File: src/rtl/program_loader_pkg.sv
// Shared types and default sizing for the program RAM loader.
package program_loader_pkg;
    localparam int DEF_RAM_BYTES = 16;
    localparam int DEF_ADDR_W    = 4;

    typedef enum logic [2:0] {IDLE, LOAD, WRITE, DONE, ERROR} state_t;
endpackage

File: src/rtl/program_loader_if.sv
// Host pin bundle plus RAM write port and status of the program loader.
interface program_loader_if #(parameter int ADDR_W = 4);
    logic              load_en_in;
    logic              strb_in;
    logic [7:0]        data_in;
    logic              ram_we;
    logic [ADDR_W-1:0] ram_addr;
    logic [7:0]        ram_data;
    logic              cpu_hold;
    logic              busy;
    logic              err;
    logic [ADDR_W:0]   byte_cnt;

    modport master (
        output load_en_in, strb_in, data_in,
        input  ram_we, ram_addr, ram_data, cpu_hold, busy, err, byte_cnt
    );
    modport slave (
        input  load_en_in, strb_in, data_in,
        output ram_we, ram_addr, ram_data, cpu_hold, busy, err, byte_cnt
    );
endinterface

File: src/rtl/program_loader_sync_edge.sv
// Multi-flop pin synchronizer with registered level and one-cycle rise/fall pulses.
module sync_edge #(
    parameter int STAGES = 2
) (
    input  logic clk,
    input  logic rst,
    input  logic d,
    output logic lvl,
    output logic rise,
    output logic fall
);
    logic [STAGES-1:0] sync;

    // lvl is aligned with the pulses: lvl is already 1 when rise fires, 0 when fall fires.
    always_ff @(posedge clk or posedge rst) begin
        if (rst) begin
            sync <= '0;
            lvl  <= 1'b0;
            rise <= 1'b0;
            fall <= 1'b0;
        end else begin
            sync <= {sync[STAGES-2:0], d};
            lvl  <= sync[STAGES-1];
            rise <= sync[STAGES-1] & ~lvl;
            fall <= ~sync[STAGES-1] & lvl;
        end
    end
endmodule

File: src/rtl/program_loader.sv
// Writes a host-supplied program into the CPU RAM and holds the CPU until a valid image exists.
module program_loader
    import program_loader_pkg::*;
#(
    parameter int RAM_BYTES    = DEF_RAM_BYTES,
    parameter int ADDR_W       = DEF_ADDR_W,
    parameter int SYNC_STAGES  = 2,
    parameter int USE_CHECKSUM = 1
) (
    input logic             clk,
    input logic             rst,
    program_loader_if.slave bus
);
    localparam logic [ADDR_W:0] FULL = RAM_BYTES[ADDR_W:0];

    state_t          state;
    logic            prog_valid;
    logic [7:0]      csum;
    logic [ADDR_W:0] cnt_nxt;
    logic            le_lvl, le_rise, le_fall;
    logic            st_lvl, st_rise, st_fall;
    logic            unused_sync;

    sync_edge #(.STAGES(SYNC_STAGES)) u_le (
        .clk(clk), .rst(rst), .d(bus.load_en_in), .lvl(le_lvl), .rise(le_rise), .fall(le_fall)
    );
    sync_edge #(.STAGES(SYNC_STAGES)) u_st (
        .clk(clk), .rst(rst), .d(bus.strb_in), .lvl(st_lvl), .rise(st_rise), .fall(st_fall)
    );

    // Load-mode exits test the synced level, so a fall landing during WRITE is not lost.
    assign unused_sync = ^{le_fall, st_lvl, st_fall};
    assign cnt_nxt     = bus.byte_cnt + 1'b1;

    always_ff @(posedge clk or posedge rst) begin
        if (rst) begin
            state        <= IDLE;
            prog_valid   <= 1'b1;
            csum         <= '0;
            bus.ram_we   <= 1'b0;
            bus.ram_addr <= '0;
            bus.ram_data <= '0;
            bus.cpu_hold <= 1'b0;
            bus.busy     <= 1'b0;
            bus.err      <= 1'b0;
            bus.byte_cnt <= '0;
        end else begin
            bus.ram_we <= 1'b0;
            case (state)
                IDLE: begin
                    if (le_rise) begin
                        state        <= LOAD;
                        bus.byte_cnt <= '0;
                        csum         <= '0;
                        bus.err      <= 1'b0;
                        prog_valid   <= 1'b0;
                        bus.cpu_hold <= 1'b1;
                        bus.busy     <= 1'b1;
                    end else begin
                        bus.cpu_hold <= !prog_valid;
                    end
                end
                LOAD: begin
                    if (!le_lvl) begin
                        state    <= ERROR;
                        bus.err  <= 1'b1;
                        bus.busy <= 1'b0;
                    end else if (st_rise) begin
                        if (bus.byte_cnt < FULL) begin
                            state        <= WRITE;
                            bus.ram_we   <= 1'b1;
                            bus.ram_addr <= bus.byte_cnt[ADDR_W-1:0];
                            bus.ram_data <= bus.data_in;
                        end else if (USE_CHECKSUM != 0) begin
                            bus.busy <= 1'b0;
                            if (bus.data_in == csum) begin
                                state <= DONE;
                            end else begin
                                state   <= ERROR;
                                bus.err <= 1'b1;
                            end
                        end
                    end
                end
                WRITE: begin
                    // ram_data still holds the byte being written this cycle.
                    csum         <= csum ^ bus.ram_data;
                    bus.byte_cnt <= cnt_nxt;
                    if (USE_CHECKSUM == 0 && cnt_nxt == FULL) begin
                        state    <= DONE;
                        bus.busy <= 1'b0;
                    end else begin
                        state <= LOAD;
                    end
                end
                DONE: begin
                    if (!le_lvl) begin
                        state        <= IDLE;
                        prog_valid   <= 1'b1;
                        bus.cpu_hold <= 1'b0;
                    end
                end
                ERROR: begin
                    if (!le_lvl) begin
                        state      <= IDLE;
                        prog_valid <= 1'b0;
                    end
                end
                default: state <= IDLE;
            endcase
        end
    end
endmodule

File: src/flat_wrapper.sv
// flat-port wrapper written by rule: the top's interface ports become plain ports
module program_loader_flat import program_loader_pkg::*;
#(
    parameter int RAM_BYTES    = DEF_RAM_BYTES,
    parameter int ADDR_W       = DEF_ADDR_W,
    parameter int SYNC_STAGES  = 2,
    parameter int USE_CHECKSUM = 1
)
  (clk, rst, bus_load_en_in, bus_strb_in, bus_data_in, bus_ram_we, bus_ram_addr, bus_ram_data, bus_cpu_hold, bus_busy, bus_err, bus_byte_cnt);
  program_loader_if #(.ADDR_W(ADDR_W)) bus_i ();
  input logic clk;
  input logic rst;
  input wire logic [$bits(bus_i.load_en_in)-1:0] bus_load_en_in;
  input wire logic [$bits(bus_i.strb_in)-1:0] bus_strb_in;
  input wire logic [$bits(bus_i.data_in)-1:0] bus_data_in;
  output wire logic [$bits(bus_i.ram_we)-1:0] bus_ram_we;
  output wire logic [$bits(bus_i.ram_addr)-1:0] bus_ram_addr;
  output wire logic [$bits(bus_i.ram_data)-1:0] bus_ram_data;
  output wire logic [$bits(bus_i.cpu_hold)-1:0] bus_cpu_hold;
  output wire logic [$bits(bus_i.busy)-1:0] bus_busy;
  output wire logic [$bits(bus_i.err)-1:0] bus_err;
  output wire logic [$bits(bus_i.byte_cnt)-1:0] bus_byte_cnt;
  assign bus_i.load_en_in = bus_load_en_in;
  assign bus_i.strb_in = bus_strb_in;
  assign bus_i.data_in = bus_data_in;
  assign bus_ram_we = bus_i.ram_we;
  assign bus_ram_addr = bus_i.ram_addr;
  assign bus_ram_data = bus_i.ram_data;
  assign bus_cpu_hold = bus_i.cpu_hold;
  assign bus_busy = bus_i.busy;
  assign bus_err = bus_i.err;
  assign bus_byte_cnt = bus_i.byte_cnt;
  program_loader #(.RAM_BYTES(RAM_BYTES), .ADDR_W(ADDR_W), .SYNC_STAGES(SYNC_STAGES), .USE_CHECKSUM(USE_CHECKSUM)) u_core (.clk(clk), .rst(rst), .bus(bus_i));
endmodule
File: config.mk
export PLATFORM = sky130hd
export DESIGN_NAME = program_loader_flat
export DESIGN_NICKNAME = d
export VERILOG_FILES = /design/src/rtl/program_loader_pkg.sv /design/src/rtl/program_loader_if.sv /design/src/rtl/program_loader_sync_edge.sv /design/src/rtl/program_loader.sv /design/src/flat_wrapper.sv
export SDC_FILE = /design/constraint.sdc
export NUM_CORES = 1
export LEC_CHECK = 0
export CAP_MARGIN = 30
export CORE_ASPECT_RATIO = 1.75
export CORE_MARGIN = 2
export CORE_UTILIZATION = 35
export CTS_CLUSTER_SIZE = 30
export DETAILED_ROUTE_END_ITERATION = 6
export MAX_ROUTING_LAYER = met4
export SKIP_LAST_GASP = 1
export SLEW_MARGIN = 20
export SYNTH_ARGS = -nofsm -noshare
export SYNTH_HDL_FRONTEND = slang
export SYNTH_SLANG_ARGS = --single-unit
export TNS_END_PERCENT = 30
File: constraint.sdc
create_clock -name clk -period 4.26 [get_ports clk]
set_input_delay 0.426 -clock clk [delete_from_list [all_inputs] [get_ports clk]]
set_output_delay 0.426 -clock clk [all_outputs]
set_load 0.02 [all_outputs]
==> results of run 1 <==
-- registers in the layout, summed over array words and instances, names as in the netlist --
register             count
u_core.u_le.rise         1
u_core.state             3
u_core.bus.cpu_hold      1
u_core.bus.ram_we        1
u_core.u_st.rise         1
u_core.bus.byte_cnt      5
u_core.bus.ram_data      8
u_core.u_le.sync         2
u_core.u_st.lvl          1
u_core.u_st.sync         2
u_core.prog_valid        1
u_core.bus.busy          1
u_core.bus.ram_addr      4
u_core.csum              8
u_core.bus.err           1
u_core.u_le.lvl          1
-- cells by family (layout without fill, tap and decap cells) --
| kind of cell | count (synthesis) | after routing | share of synthesized area |
|---|---|---|---|
| DFF | 41 | 41 | 0.5694 |
| AOI/OAI and AO/OA | 36 | 36 | 0.1137 |
| and+or+nand+nor | 52 | 52 | 0.1484 |
| muxes | 13 | 13 | 0.09917 |
| buffers and inverters | 8 | 45 | 0.02357 |
| adders and majority gates | 1 | 1 | 0.006934 |
| xor gates and xnor gates | 8 | 8 | 0.03884 |
-- layer usage --
| metal | wire (um) | share of wire |
|---|---|---|
| met1 | 1456 | 0.38 |
| met2 | 2201 | 0.57 |
| met3 | 123 | 0.032 |
| met4 | 46 | 0.012 |
| met5 | 0 | 0 |
-- synthesized netlist by cell type, types with 3 or more instances --
| cell | n | area share |
|---|---|---|
| xor2_1 | 8 | 0.039 |
| dfrtp_1 | 40 | 0.55 |
| a21oi_1 | 4 | 0.011 |
| mux2_4 | 9 | 0.075 |
| nand2_1 | 18 | 0.037 |
| mux2_2 | 3 | 0.019 |
| nand4_1 | 3 | 0.010 |
| nor2_1 | 12 | 0.025 |
| o21ai_1 | 9 | 0.025 |
| inv_1 | 4 | 0.0083 |
| nand3_1 | 3 | 0.0083 |
| nor2b_1 | 5 | 0.017 |
| o21ai_0 | 17 | 0.047 |
-- metrics by stage --
step | total power [mW] | utilization | hold WS (ns)
2_1_floorplan | 0.9714 | - | 0.3312
4_1_cts | 1.534 | 0.4598 | 0.3568
5_1_grt | 1.621 | 0.4598 | 0.3644
3_5_place_dp | 1.205 | 0.4364 | 0.3426
6_report | 1.513 | 0.4598 | 0.3525
3_3_place_gp | 1.184 | 0.4364 | 0.3343
-- power groups by stage --
stage               Sequential (mW)  Combinational (mW)  Clock (mW)
global route                  0.651               0.622       0.348
CTS                           0.629               0.574       0.331
floorplan                     0.690               0.281           0
detailed placement            0.635               0.570           0
global placement              0.627               0.557           0
finish                        0.628               0.564       0.320
-- area by class of cell --
| cell class | count | area (um2) |
|---|---|---|
| flip-flops and latches | 41 | 1027 |
| repair buffers | 33 | 327.8 |
| fillers | 484 | 2689 |
| clock inverters | 1 | 30.03 |
| inverters | 4 | 15.01 |
| multi-input cells | 110 | 734.5 |
| well taps | 54 | 67.56 |
| clock buffers | 7 | 86.33 |
-- path summary, 6_finish.rpt --
kind,to,slack [ns]
setup / recovery,bus_byte_cnt[4],2.41
hold / removal,u_core.u_st.sync[1]$_DFF_PP0_,0.35
setup reg to reg,u_core.bus.byte_cnt[3]$_DFFE_PP0P_,2.61
hold reg to reg,u_core.u_st.sync[1]$_DFF_PP0_,0.35
max in group asynchronous,u_core.bus.ram_addr[3]$_DFFE_PP0P_,3.33
min in group asynchronous,u_core.u_le.lvl$_DFF_PP0_,0.56
==> impl_metrics.prom, run 1 <==
# TYPE chip_impl_metric gauge
chip_impl_info{name="status",value="finished clean"} 1
chip_impl_metric{name="routed-via-count",unit=""} 1310
chip_impl_metric{name="slew_headroom",unit=""} 0.5095
chip_impl_metric{name="sw_frac_of_total",unit=""} 0.3520
chip_impl_metric{name="crit_path_max_incr_delay",unit="ns"} 0.66
chip_impl_metric{name="fin_ws",unit="ns"} 2.408
chip_impl_metric{name="die_y",unit="um"} 98.98
chip_impl_metric{name="hold_depth",unit=""} 0
chip_impl_metric{name="p_leak",unit="nW"} 1.040
chip_impl_metric{name="routedWlPerCell",unit="um"} 15.32
chip_impl_metric{name="power.combinational.fraction",unit=""} 0.373
chip_impl_info{name="primary_ff_master_synth",value="dfrtp_1"} 1
chip_impl_metric{name="grt_use_met1",unit=""} 0.1705
chip_impl_metric{name="final_cells",unit=""} 250
chip_impl_metric{name="core_area",unit="um2"} 4977
chip_impl_metric{name="vias_per_cell",unit=""} 5.240
chip_impl_metric{name="remaining_drc_errors",unit=""} 0
chip_impl_info{name="rsz0062_at_grt",value="false"} 1
chip_impl_metric{name="clock_path_buffers",unit=""} 2
chip_impl_info{name="layout_commonest_cell",value="dfrtp_1"} 1
chip_impl_metric{name="synth-seq-area-share",unit=""} 0.5693
chip_impl_info{name="timing.critical_path.from",value="u_core.bus.byte_cnt[4]$_DFFE_PP0P_"} 1
chip_impl_metric{name="htree_levels",unit=""} 2
chip_impl_metric{name="clk_pin_slew",unit="ns"} 0.07
chip_impl_metric{name="max-cap-violations",unit=""} 0
chip_impl_metric{name="detail_route.first_pass.iterations",unit=""} 4
chip_impl_metric{name="signal_arrival_time_at_the_worst_endpoint",unit="ns"} 1.43
chip_impl_metric{name="cts_post_setup_buffers_inserted",unit=""} 0
chip_impl_metric{name="number_of_global_route_vias_before_repair",unit=""} 1408
chip_impl_info{name="timing.hold.worst.start",value="u_core.u_st.sync[0]$_DFF_PP0_"} 1
chip_impl_metric{name="clkLatencyLatePin",unit="ns"} 0.29
chip_impl_metric{name="antenna_violating_nets_post_route",unit=""} 0
chip_impl_metric{name="synthArstFlopShare",unit=""} 1.000
chip_impl_metric{name="relative_contribution_of_the_clock_network_to_total_power",unit=""} 0.212
chip_impl_metric{name="share_seq_of_total_power",unit=""} 0.415
chip_impl_metric{name="groute.usage.overall",unit=""} 0.1572
chip_impl_metric{name="place_hpwl",unit="um"} 2706
chip_impl_metric{name="post_syn_area",unit="um2"} 1804
chip_impl_metric{name="grt_antenna_before_repair",unit=""} 0
chip_impl_metric{name="worstPathBufferInverterCount",unit=""} 1
chip_impl_info{name="timing.critical_path.cells",value="clkdlybuf4s50_1"} 1
chip_impl_metric{name="routed_wirelength",unit="um"} 3829
chip_impl_metric{name="die_x",unit="um"} 58.28
chip_impl_metric{name="grt_max_degree",unit=""} 42
chip_impl_metric{name="area_enclosed_by_the_die_boundary",unit="um2"} 5768
chip_impl_metric{name="postLayoutCellArea",unit="um2"} 2288
chip_impl_metric{name="grt_pass1_wl",unit="um"} 6762
chip_impl_metric{name="yosysWarnings",unit=""} 0
chip_impl_metric{name="mappedNetlistNets",unit=""} 172
chip_impl_info{name="critPathKind",value="flip-flop to output port"} 1
chip_impl_info{name="critical_path.top_delay_family",value="buffers and inverters"} 1
chip_impl_metric{name="cts.repair.resized",unit=""} 0
chip_impl_metric{name="drive_gt1_frac",unit=""} 0.1276
chip_impl_metric{name="finalCritPeriodShare",unit=""} 0.4348
chip_impl_metric{name="vdd_ir_drop_max",unit="V"} 0.0003120
chip_impl_info{name="cts_tree",value="done"} 1
chip_impl_metric{name="power_switching",unit="uW"} 532.5
chip_impl_metric{name="top_level_ports",unit=""} 33
chip_impl_metric{name="tns",unit="ns"} 0
chip_impl_info{name="layout_common_cells",value="40 x dfrtp_1, 32 x clkdlybuf4s50_1, 18 x nand2_1, 17 x o21ai_0, 12 x nor2_1"} 1
chip_impl_metric{name="actual_transition_at_the_worst_max_transition_pin",unit="ns"} 0.7308
chip_impl_metric{name="grt_util_met2",unit=""} 0.2774
chip_impl_metric{name="ctsHoldBuffers",unit=""} 0
chip_impl_metric{name="powerDensity",unit="nW/um2"} 661.2
chip_impl_metric{name="hold_viol_final",unit=""} 0
chip_impl_metric{name="cp_max_fo",unit=""} 8
chip_impl_metric{name="report.final.setup_viol",unit=""} 0
chip_impl_metric{name="postPlaceCellArea",unit="um2"} 2172
chip_impl_info{name="cts_root_buf",value="clkbuf_8"} 1
chip_impl_metric{name="post_synth_inst_count",unit=""} 159
chip_impl_metric{name="placementRows",unit=""} 34
chip_impl_metric{name="timing.final.crit_period",unit="ns"} 1.852
chip_impl_metric{name="timing.reg2reg.worst_path_depth",unit=""} 5
chip_impl_metric{name="antenna_cells",unit=""} 0
chip_impl_metric{name="areaGrowthSynthToFinish",unit="%"} 26.84
chip_impl_metric{name="grt_util_met3",unit=""} 0.02887
chip_impl_info{name="end_kind",value="output port"} 1
chip_impl_metric{name="slew_violations",unit=""} 0
chip_impl_info{name="gr-max-usage-layer",value="met2"} 1
chip_impl_info{name="cp_slowest_cell",value="clkdlybuf4s50_1"} 1
chip_impl_metric{name="required",unit="ns"} 3.83
chip_impl_metric{name="synth_cell_types",unit=""} 36
chip_impl_info{name="reg_to_reg_start",value="u_core.state[2]$_DFFE_PP0P_"} 1
chip_impl_metric{name="placement.setup.worst_slack",unit="ns"} 2.202
chip_impl_metric{name="tritoncts.num_buffers",unit=""} 5
chip_impl_metric{name="timing.critical_path.depth",unit=""} 1
chip_impl_info{name="start_kind",value="flip-flop"} 1
chip_impl_metric{name="initial_utilization",unit=""} 0.3625
chip_impl_metric{name="clock_sinks",unit=""} 41
chip_impl_metric{name="synth.avg_cell_area",unit="um2"} 11.35
chip_impl_metric{name="synth-seq-cells",unit=""} 41
chip_impl_metric{name="gr-total-overflow",unit=""} 0
chip_impl_metric{name="clock-skew-final",unit="ns"} 0.004975
chip_impl_metric{name="synth_edf_count",unit=""} 0
chip_impl_metric{name="gp_congestion",unit=""} 0.9041
chip_impl_metric{name="internal-power",unit="uW"} 980.5
chip_impl_metric{name="fin_nets",unit=""} 208
chip_impl_info{name="hp-class",value="flip-flop to flip-flop"} 1
chip_impl_metric{name="maxClockFrequency",unit="MHz"} 539.8
chip_impl_metric{name="place_inst",unit=""} 242
chip_impl_metric{name="drt_iter0_drc",unit=""} 28
chip_impl_metric{name="port-buffer-count",unit=""} 32
Power figures use the tool's default switching activity.
==> inputs of run 2 (changes only) <==
==> constraint.sdc (replaced) <==
create_clock -name clk -period 1.8 [get_ports clk]
set_input_delay 0.18 -clock clk [delete_from_list [all_inputs] [get_ports clk]]
set_output_delay 0.18 -clock clk [all_outputs]
set_load 0.02 [all_outputs]
==> run 2 against run 1 <==
  * Sequential cell count did not move
  * Count of clock-buffer cells in the layout did not move
  * Non-clock buffer count rose by 3
  * Worst setup slack got worse by 2.2 ns
  * Register-to-register slack got worse by 2.4 ns
  * Total power rose by 140%
  * Wire length fell by 2.9%
  * Die area did not move
  * Largest power group unchanged
  * Highest routed layer unchanged
  * Sequential power rose by 140%
  * Hold slack got worse by 0.042 ns
==> impl_metrics.prom, run 2 (same netlist as run 1, synthesis figures left out) <==
# TYPE chip_impl_metric gauge
chip_impl_metric{name="grt_util_met3",unit=""} 0.03281
chip_impl_metric{name="groute.usage.overall",unit=""} 0.1519
chip_impl_metric{name="required",unit="ns"} 2.00
chip_impl_info{name="status",value="finished clean"} 1
chip_impl_metric{name="slew_headroom",unit=""} 0.4736
chip_impl_metric{name="grt_pass1_wl",unit="um"} 6568
chip_impl_metric{name="max-cap-violations",unit=""} 0
chip_impl_metric{name="placementRows",unit=""} 34
chip_impl_metric{name="p_leak",unit="nW"} 1.056
chip_impl_metric{name="cts.repair.resized",unit=""} 0
chip_impl_metric{name="clkLatencyLatePin",unit="ns"} 0.29
chip_impl_info{name="layout_commonest_cell",value="dfrtp_1"} 1
chip_impl_metric{name="die_x",unit="um"} 58.28
chip_impl_metric{name="report.final.setup_viol",unit=""} 0
chip_impl_metric{name="number_of_global_route_vias_before_repair",unit=""} 1381
chip_impl_metric{name="gr-total-overflow",unit=""} 0
chip_impl_metric{name="cp_max_fo",unit=""} 7
chip_impl_metric{name="clock_sinks",unit=""} 41
chip_impl_info{name="end_kind",value="flip-flop"} 1
chip_impl_metric{name="placement.setup.worst_slack",unit="ns"} -0.01945
chip_impl_metric{name="detail_route.first_pass.iterations",unit=""} 4
chip_impl_metric{name="die_y",unit="um"} 98.98
chip_impl_metric{name="final_cells",unit=""} 253
chip_impl_metric{name="areaGrowthSynthToFinish",unit="%"} 28.09
chip_impl_metric{name="slew_violations",unit=""} 0
chip_impl_metric{name="place_hpwl",unit="um"} 2623
chip_impl_metric{name="finish.utilization",unit=""} 0.4643
chip_impl_info{name="hp-class",value="input pin to asynchronous set/reset pin"} 1
chip_impl_metric{name="remaining_drc_errors",unit=""} 0
chip_impl_info{name="cts_tree",value="done"} 1
chip_impl_metric{name="clock_path_buffers",unit=""} 2
chip_impl_metric{name="port-buffer-count",unit=""} 32
chip_impl_info{name="reg_top3",value="u_core.bus.ram_data (8), u_core.csum (8), u_core.bus.byte_cnt (5)"} 1
chip_impl_metric{name="clk_pin_slew",unit="ns"} 0.08
chip_impl_metric{name="initial_utilization",unit=""} 0.3625
chip_impl_metric{name="drive_gt1_frac",unit=""} 0.1407
chip_impl_metric{name="routedWlPerCell",unit="um"} 14.70
chip_impl_metric{name="routed-via-count",unit=""} 1315
chip_impl_metric{name="routed_wirelength",unit="um"} 3719
chip_impl_info{name="cts_root_buf",value="clkbuf_8"} 1
chip_impl_metric{name="top_level_ports",unit=""} 33
chip_impl_metric{name="finalCritPeriodShare",unit=""} 0.9107
chip_impl_metric{name="drt_iter0_drc",unit=""} 32
chip_impl_metric{name="fin_nets",unit=""} 211
chip_impl_metric{name="grt_use_met1",unit=""} 0.1786
chip_impl_info{name="timing.critical_path.from",value="u_core.state[1]$_DFFE_PP0P_"} 1
chip_impl_metric{name="core_area",unit="um2"} 4977
chip_impl_metric{name="grt_antenna_before_repair",unit=""} 0
chip_impl_metric{name="antenna_violating_nets_post_route",unit=""} 0
chip_impl_info{name="layout_common_cells",value="40 x dfrtp_1, 32 x clkdlybuf4s50_1, 18 x nand2_1, 17 x o21ai_0, 12 x nor2_1"} 1
chip_impl_metric{name="timing.final.crit_period",unit="ns"} 1.639
chip_impl_metric{name="htree_levels",unit=""} 2
chip_impl_info{name="gr-max-usage-layer",value="met2"} 1
chip_impl_metric{name="antenna_cells",unit=""} 0
chip_impl_metric{name="area_enclosed_by_the_die_boundary",unit="um2"} 5768
chip_impl_info{name="start_kind",value="flip-flop"} 1
chip_impl_info{name="rsz0062_at_grt",value="false"} 1
chip_impl_metric{name="hold_viol_final",unit=""} 0
chip_impl_metric{name="maxClockFrequency",unit="MHz"} 610.0
chip_impl_metric{name="ctsHoldBuffers",unit=""} 0
chip_impl_metric{name="signal_arrival_time_at_the_worst_endpoint",unit="ns"} 1.84
chip_impl_info{name="critPathKind",value="flip-flop to flip-flop"} 1
chip_impl_metric{name="tritoncts.num_buffers",unit=""} 5
chip_impl_metric{name="actual_transition_at_the_worst_max_transition_pin",unit="ns"} 0.7844
chip_impl_metric{name="vias_per_cell",unit=""} 5.198
chip_impl_metric{name="clock-skew-final",unit="ns"} 0.003697
chip_impl_metric{name="gp_congestion",unit=""} 0.9027
chip_impl_metric{name="grt_max_degree",unit=""} 42
chip_impl_metric{name="fin_ws",unit="ns"} 0.1607
chip_impl_metric{name="grt_util_met2",unit=""} 0.2472
chip_impl_metric{name="powerDensity",unit="nW/um2"} 1557
chip_impl_metric{name="cts_post_setup_buffers_inserted",unit=""} 0
chip_impl_metric{name="vdd_ir_drop_max",unit="V"} 0.001042
chip_impl_info{name="reg_to_reg_start",value="u_core.state[1]$_DFFE_PP0P_"} 1
chip_impl_metric{name="place_inst",unit=""} 245
run 2: layout make-up:
class                      count  area (um2)
sequential                    41        1027
clock inverter                 1       30.03
fill                         474        2666
inverter                       4       15.01
clock buffer                   7       86.33
tap                           54       67.56
multi-input combinational    110       734.5
timing repair buffer          36       350.3
run 2: report_power, final:
group          internal, mW  switching (mW)
sequential             1.20           0.276
combinational         0.687           0.678
clock                 0.452           0.306
run 2: path summary, 6_finish.rpt:
check                           cells after the start                            endpoint  slack, ns
worst min register to register                      0       u_core.u_st.sync[1]$_DFF_PP0_       0.36
worst min-delay path                                3       u_core.u_le.sync[1]$_DFF_PP0_       0.31
worst max-delay path                                6         u_core.state[1]$_DFFE_PP0P_       0.16
worst max register to register                      6         u_core.state[1]$_DFFE_PP0P_       0.16
max in group asynchronous                           3  u_core.bus.ram_addr[1]$_DFFE_PP0P_       1.13
min in group clk                                    1       u_core.u_le.sync[0]$_DFF_PP0_       0.32
run 2: layer usage:
metal | up-vias | wire (um)
met1 | 651 | 1518
met2 | 26 | 2008
met5 | - | 0
li1 | 632 | -
met3 | 6 | 126
met4 | 0 | 65
run 2: stage by stage:
| step | area [um2] | hold slack, ns | setup TNS [ns] | power [mW] |
|---|---|---|---|---|
| 2_1_floorplan | 1804 | 0.2114 | 0 | 2.299 |
| 3_3_place_gp | 2195 | 0.3343 | 0 | 2.818 |
| 3_5_place_dp | 2195 | 0.3418 | -0.01945 | 2.861 |
| 4_1_cts | 2311 | 0.3134 | 0 | 3.640 |
| 5_1_grt | 2311 | 0.3101 | 0 | 3.849 |
| 6_report | 2311 | 0.3100 | 0 | 3.599 |
run 2: critical path: stages, from the launching register on:
cell      delay (ns)
dfrtp_1         0.46
buf_4           0.19
nor2_1          0.17
a21boi_1        0.29
a41oi_2         0.11
mux2i_1         0.16
a31oi_1         0.17
